[src/rtl/out_mux_pkg.sv]
// Shared defaults and channel numbering for the decryptor output path.
package out_mux_pkg;

  localparam int DEF_D_WIDTH = 8;
  localparam int DEF_N_CH    = 3;
  localparam int DEF_SEL_W   = 2;
  localparam int DEF_DEPTH   = 4;
  localparam int DEF_CNT_W   = 8;

  typedef enum logic [1:0] {
    CH_CAESAR  = 2'd0,
    CH_SCYTALE = 2'd1,
    CH_ZIGZAG  = 2'd2
  } ch_e;

  // Pointer width: one extra wrap bit to tell full from empty.
  function automatic int ptr_w(input int depth);
    return $clog2(depth) + 1;
  endfunction

endpackage

[src/rtl/sync_fifo.sv]
// Synchronous FIFO with wrap-bit pointers; a push into a full FIFO is taken
// when a pop happens in the same cycle.
module sync_fifo
  import out_mux_pkg::*;
#(
  parameter int DEPTH   = DEF_DEPTH,
  parameter int D_WIDTH = DEF_D_WIDTH
) (
  input  logic                     clk,
  input  logic                     rst_n,
  input  logic                     push,
  input  logic                     pop,
  input  logic [D_WIDTH-1:0]       wdata,
  output logic [D_WIDTH-1:0]       rdata,
  output logic                     full,
  output logic                     empty,
  output logic [$clog2(DEPTH):0]   level
);

  localparam int AW = $clog2(DEPTH);
  localparam int PW = ptr_w(DEPTH);

  logic [D_WIDTH-1:0] mem_r [DEPTH];
  logic [PW-1:0]      wr_ptr_r;
  logic [PW-1:0]      rd_ptr_r;
  logic               do_push_s;
  logic               do_pop_s;

  assign empty = (wr_ptr_r == rd_ptr_r);
  assign full  = (wr_ptr_r[AW] != rd_ptr_r[AW]) &&
                 (wr_ptr_r[AW-1:0] == rd_ptr_r[AW-1:0]);
  assign level = wr_ptr_r - rd_ptr_r;
  assign rdata = mem_r[rd_ptr_r[AW-1:0]];

  // Qualify requests against the current occupancy.
  always_comb begin
    do_pop_s  = pop && !empty;
    do_push_s = push && (!full || do_pop_s);
  end

  // Pointer registers.
  always_ff @(posedge clk) begin
    if (!rst_n) begin
      wr_ptr_r <= '0;
      rd_ptr_r <= '0;
    end else begin
      if (do_push_s) begin
        wr_ptr_r <= wr_ptr_r + PW'(1);
      end
      if (do_pop_s) begin
        rd_ptr_r <= rd_ptr_r + PW'(1);
      end
    end
  end

  // Storage; stale contents are never visible because reads are gated by empty.
  always_ff @(posedge clk) begin
    if (do_push_s) begin
      mem_r[wr_ptr_r[AW-1:0]] <= wdata;
    end
  end

endmodule

[src/rtl/out_mux_fifo.sv]
// Buffered decryptor output mux: selects one channel's byte stream into a
// FIFO, presents it with ready/valid and counts bytes lost to overflow.
module out_mux_fifo
  import out_mux_pkg::*;
#(
  parameter int D_WIDTH = DEF_D_WIDTH,
  parameter int N_CH    = DEF_N_CH,
  parameter int SEL_W   = DEF_SEL_W,
  parameter int DEPTH   = DEF_DEPTH,
  parameter int CNT_W   = DEF_CNT_W
) (
  input  logic                      clk,
  input  logic                      rst_n,
  input  logic [SEL_W-1:0]          select,
  input  logic [N_CH*D_WIDTH-1:0]   data_i,
  input  logic [N_CH-1:0]           valid_i,
  input  logic                      clr_i,
  output logic [D_WIDTH-1:0]        data_o,
  output logic                      valid_o,
  input  logic                      ready_i,
  output logic [$clog2(DEPTH):0]    level_o,
  output logic                      overflow_o,
  output logic [CNT_W-1:0]          drop_cnt_o
);

  logic                     sel_valid_s;
  logic [D_WIDTH-1:0]       sel_data_s;
  logic                     pop_s;
  logic                     push_s;
  logic                     drop_s;
  logic                     full_s;
  logic                     empty_s;
  logic [D_WIDTH-1:0]       fifo_data_s;
  logic [$clog2(DEPTH):0]   level_s;
  logic                     overflow_r;
  logic [CNT_W-1:0]         drop_cnt_r;

  // Channel decode; a select outside 0..N_CH-1 matches nothing and never captures.
  always_comb begin
    sel_valid_s = 1'b0;
    sel_data_s  = '0;
    for (int k = 0; k < N_CH; k++) begin
      sel_valid_s = sel_valid_s | ((select == SEL_W'(k)) & valid_i[k]);
      sel_data_s  = sel_data_s |
                    ({D_WIDTH{select == SEL_W'(k)}} & data_i[k*D_WIDTH +: D_WIDTH]);
    end
  end

  // Handshake and capture/drop decisions.
  always_comb begin
    pop_s  = !empty_s && ready_i;
    push_s = sel_valid_s && (!full_s || pop_s);
    drop_s = sel_valid_s && full_s && !pop_s;
  end

  sync_fifo #(
    .DEPTH   (DEPTH),
    .D_WIDTH (D_WIDTH)
  ) u_fifo (
    .clk   (clk),
    .rst_n (rst_n),
    .push  (push_s),
    .pop   (pop_s),
    .wdata (sel_data_s),
    .rdata (fifo_data_s),
    .full  (full_s),
    .empty (empty_s),
    .level (level_s)
  );

  // Drop accounting; clear beats a coincident drop.
  always_ff @(posedge clk) begin
    if (!rst_n) begin
      overflow_r <= 1'b0;
      drop_cnt_r <= '0;
    end else if (clr_i) begin
      overflow_r <= 1'b0;
      drop_cnt_r <= '0;
    end else if (drop_s) begin
      overflow_r <= 1'b1;
      if (drop_cnt_r != {CNT_W{1'b1}}) begin
        drop_cnt_r <= drop_cnt_r + CNT_W'(1);
      end
    end
  end

  assign data_o     = empty_s ? {D_WIDTH{1'b0}} : fifo_data_s;
  assign valid_o    = !empty_s;
  assign level_o    = level_s;
  assign overflow_o = overflow_r;
  assign drop_cnt_o = drop_cnt_r;

endmodule

[config.mk]
export PLATFORM = sky130hd
export DESIGN_NAME = out_mux_fifo
export DESIGN_NICKNAME = d
export VERILOG_FILES = /design/src/rtl/out_mux_pkg.sv /design/src/rtl/sync_fifo.sv /design/src/rtl/out_mux_fifo.sv
export SDC_FILE = /design/constraint.sdc
export NUM_CORES = 1
export LEC_CHECK = 0
export ABC_CLOCK_PERIOD_IN_PS = 3440
export CORE_MARGIN = 10
export CORE_UTILIZATION = 40
export CTS_CLUSTER_SIZE = 12
export DETAILED_ROUTE_END_ITERATION = 7
export PLACE_DENSITY = 0.63
export SLEW_MARGIN = 30
export SYNTH_ARGS = -nofsm -noshare
export SYNTH_HDL_FRONTEND = slang
export SYNTH_SLANG_ARGS = --single-unit
export TNS_END_PERCENT = 100
[constraint.sdc]
create_clock -name clk -period 3.44 [get_ports clk]
set_clock_uncertainty 0.1 [all_clocks]
set_input_delay 0.688 -clock clk [delete_from_list [all_inputs] [get_ports clk]]
set_output_delay 0.688 -clock clk [all_outputs]
set_load 0.005 [all_outputs]
==> impl_metrics.tcl <==
set metrics [dict create \
    cp.required_ns 2.65 \
    yosysWarnings 0 \
    synth_top_family_by_area "multiplexers" \
    synth_edf_count 32 \
    path_clk_slew_ns 0.09 \
    n_fill_cell 498 \
    cp_data_arrival_time_ns 2.34 \
    ys_ff_latch 49 \
    drt_iter0_drc 48 \
    irDropWorstVdd_uv 224 \
    drc_errors 0 \
    path_class "reg -> out" \
    drt-total-wl_microns 4970 \
    ff2ff_setup_slack_ns 1.28 \
    design_area_sq_um 3100 \
    netlist_instances 187 \
    num-nets-final 286 \
    setup_viol 0 \
    final_util_pct 55.3 \
    syn2layout_area_growth_pct 31.8 \
    synth_top_area_cell "edfxtp_1" \
    grt_pass1_vias 1657 \
    p_leak_nw 1.12 \
    routedWlPerCell_microns 15.7 \
    max_slew_margin_pct 56.1 \
    htree_levels 2 \
    synth.distinct_cells 39 \
    synth_compound_area_share_pct 7.97 \
    critPathCaptureType "output pin" \
    dieHeight_microns 96.7 \
    grt_pass1_wl_microns 8230 \
    powerDensity_nw_per_um2 471 \
    ios 54 \
    place_ws_ns 0.357 \
    synthMuxAreaShare_pct 13.6 \
    worst_slack_ns 0.312 \
    syn_area_per_cell_sq_um 12.6 \
    synth_flop_cell "edfxtp_1" \
    grtUsageTotal_pct 10.5 \
    finalCritPeriodShare_pct 90.9 \
    synth-xor-area-share_pct 2.18 \
    dr.pass1.iters 4 \
    hp-class "reg -> reg" \
    syn_area_sq_um 2350 \
    die_width_microns 96.7 \
    critPathMaxFanout 9 \
    holdPathEnd "overflow_o$_SDFFE_PP0P_" \
    clock-sinks 49 \
    ys_async_sr_fraction_pct 0 \
    cts_tree "done" \
    r2r_start "u_fifo.wr_ptr_r[0]$_SDFFE_PN0P_" \
    n_antenna_cell 0 \
    gr-total-overflow 0 \
    grt_max_degree 17 \
    cts.path.max_buffers 2 \
    slew_viol_final 0 \
    worstSetupStartpointType "register" \
    r2r_end "u_fifo.mem_r[3][7]$_DFFE_PP_" \
    clkLatencyLatePin_ns 0.30 \
    syn_nets 229 \
    num_rows 27 \
    whs_ns 0.388 \
    outcome "finished clean" \
    detail-route-antenna-nets 0 \
    cts_resized 0 \
    power.total_mw 1.46 \
    core_sq_um 5610 \
    vias_per_cell 5.10 \
    yosysTopAreaCellShare_pct 40.8 \
    placedCellCount 309 \
    ctsHoldBuffers 0 \
    numCtsBuffers 5 \
    rsz0062_at_grt "no" \
    ys_seq_area_share_pct 55.3 \
    finalSetupTns_ns 0 \
    synth_adder_area_share_pct 5.10 \
    synth.area.top_cells "edfxtp_1 41%, dfxtp_1 14%, mux4_2 7.7%" \
    finalCriticalPeriod_ns 3.13 \
    fmax_ghz 0.320 \
    layout-drive-gt1-share_pct 9.80 \
    gp_congestion 0.732 \
    place_area_sq_um 2960 \
    critPathLaunch "u_fifo.wr_ptr_r[0]$_SDFFE_PN0P_" \
    reg2reg_depth 5 \
    tightestPinTransition_ns 0.655 \
    cts_setup_buffers 0 \
    synth-simple-area-share_pct 13.2 \
    port_buffers 53 \
    min-delay-start "overflow_o$_SDFFE_PP0P_" \
    hold_depth 1 \
    hold_violations 0 \
    dieArea_sq_um 9350 \
    place_hpwl_microns 3840 \
    start_util_pct 42.0 \
    cap_violations 0 \
    vias 1617 \
    antenna_found_initial 0 \
    stdcell_count 317 \
    clock-root-buffer "clkbuf_8" \
]
-- layout make-up --
cell class | count | area [sq um] | share of cell area [%]
clock buffer | 5 | 68.8 | 2.22
clock inverter | 3 | 68.8 | 2.22
inverter | 8 | 30.0 | 0.968
multi-input combinational | 124 | 990 | 31.9
sequential | 49 | 1300 | 42.0
tap | 72 | 90.1 | 2.90
timing repair buffer | 56 | 553 | 17.8
-- worst max-delay path by stage --
stage | end | slack, ns | cells past startpoint
global route | data_o[0] | 0.14 | 6
global placement | u_fifo.mem_r[3][1]$_DFFE_PP_ | 0.39 | 5
finish | data_o[5] | 0.31 | 6
floorplan | u_fifo.mem_r[3][0]$_DFFE_PP_ | 1.24 | 4
detailed placement | u_fifo.mem_r[3][1]$_DFFE_PP_ | 0.36 | 5
CTS | data_o[5] | 0.24 | 6
-- registers in the layout, summed over array words and instances (netlist names), named ones only --
signal / count
overflow_o: 1
u_fifo.wr_ptr_r: 3
drop_cnt_o: 8
u_fifo.rd_ptr_r: 3
u_fifo.mem_r: 32
-- power breakdown --
group	switching, mW	internal (mW)
combinational	0.116	0.180
sequential	0.0245	0.655
clock	0.194	0.293
-- routing by layer --
layer	up-vias	GRT usage, %	part of all wire [%]
li1	806	-	-
met1	761	13.0	45
met2	44	15.6	44
met3	6	4.97	9.1
met4	0	3.72	1.4
met5	-	0	0
-- critical path, stage by stage, from the launching register on --
cell and delay [ns]:
dfxtp_1 0.39, inv_1 0.11, ha_1 0.32, nand2_1 0.10, nor2_1 0.52, nor2b_1 0.10
clkdlybuf4s50_1 0.48
-- cells by family after synthesis --
logic type / after synthesis
xor+xnor: 5
mux: 22
simple gates: 59
compound gates: 29
buf+inv: 14
fa+ha+maj: 9
flops: 49
-- synth_stat cells (2+ instances only) --
cell,n
or2_2,3
mux2i_1,14
edfxtp_1,32
nand2b_1,2
nand4_1,2
dfxtp_1,17
o21ai_0,13
nand3_1,6
nor3_1,3
buf_2,2
mux4_2,8
xnor2_1,2
nor2_1,8
buf_4,2
xor2_1,2
nor2b_1,9
or4_1,2
ha_1,8
o31ai_1,2
and3_1,5
a21oi_1,6
inv_1,8
nand2_1,15
-- cell usage in the layout, fill, tap and decap left out, types with 2 or more instances in the layout --
cell             count
nand2_1             15
o31ai_1              2
xor2_1               2
buf_4                3
ha_1                 8
nor2b_1              9
mux2i_1             14
or2_2                3
dfxtp_1             17
o21ai_0             13
xnor2_1              2
or4_1                2
edfxtp_1            32
clkdlybuf4s50_1     53
nand4_1              2
mux4_2               8
nor3_1               3
clkbuf_8             5
inv_1                8
nor2_1               8
bufinv_16            2
nand3_1              6
and3_1               5
a21oi_1              6
nand2b_1             2
Note: power is estimated with default switching activity, not from simulation.
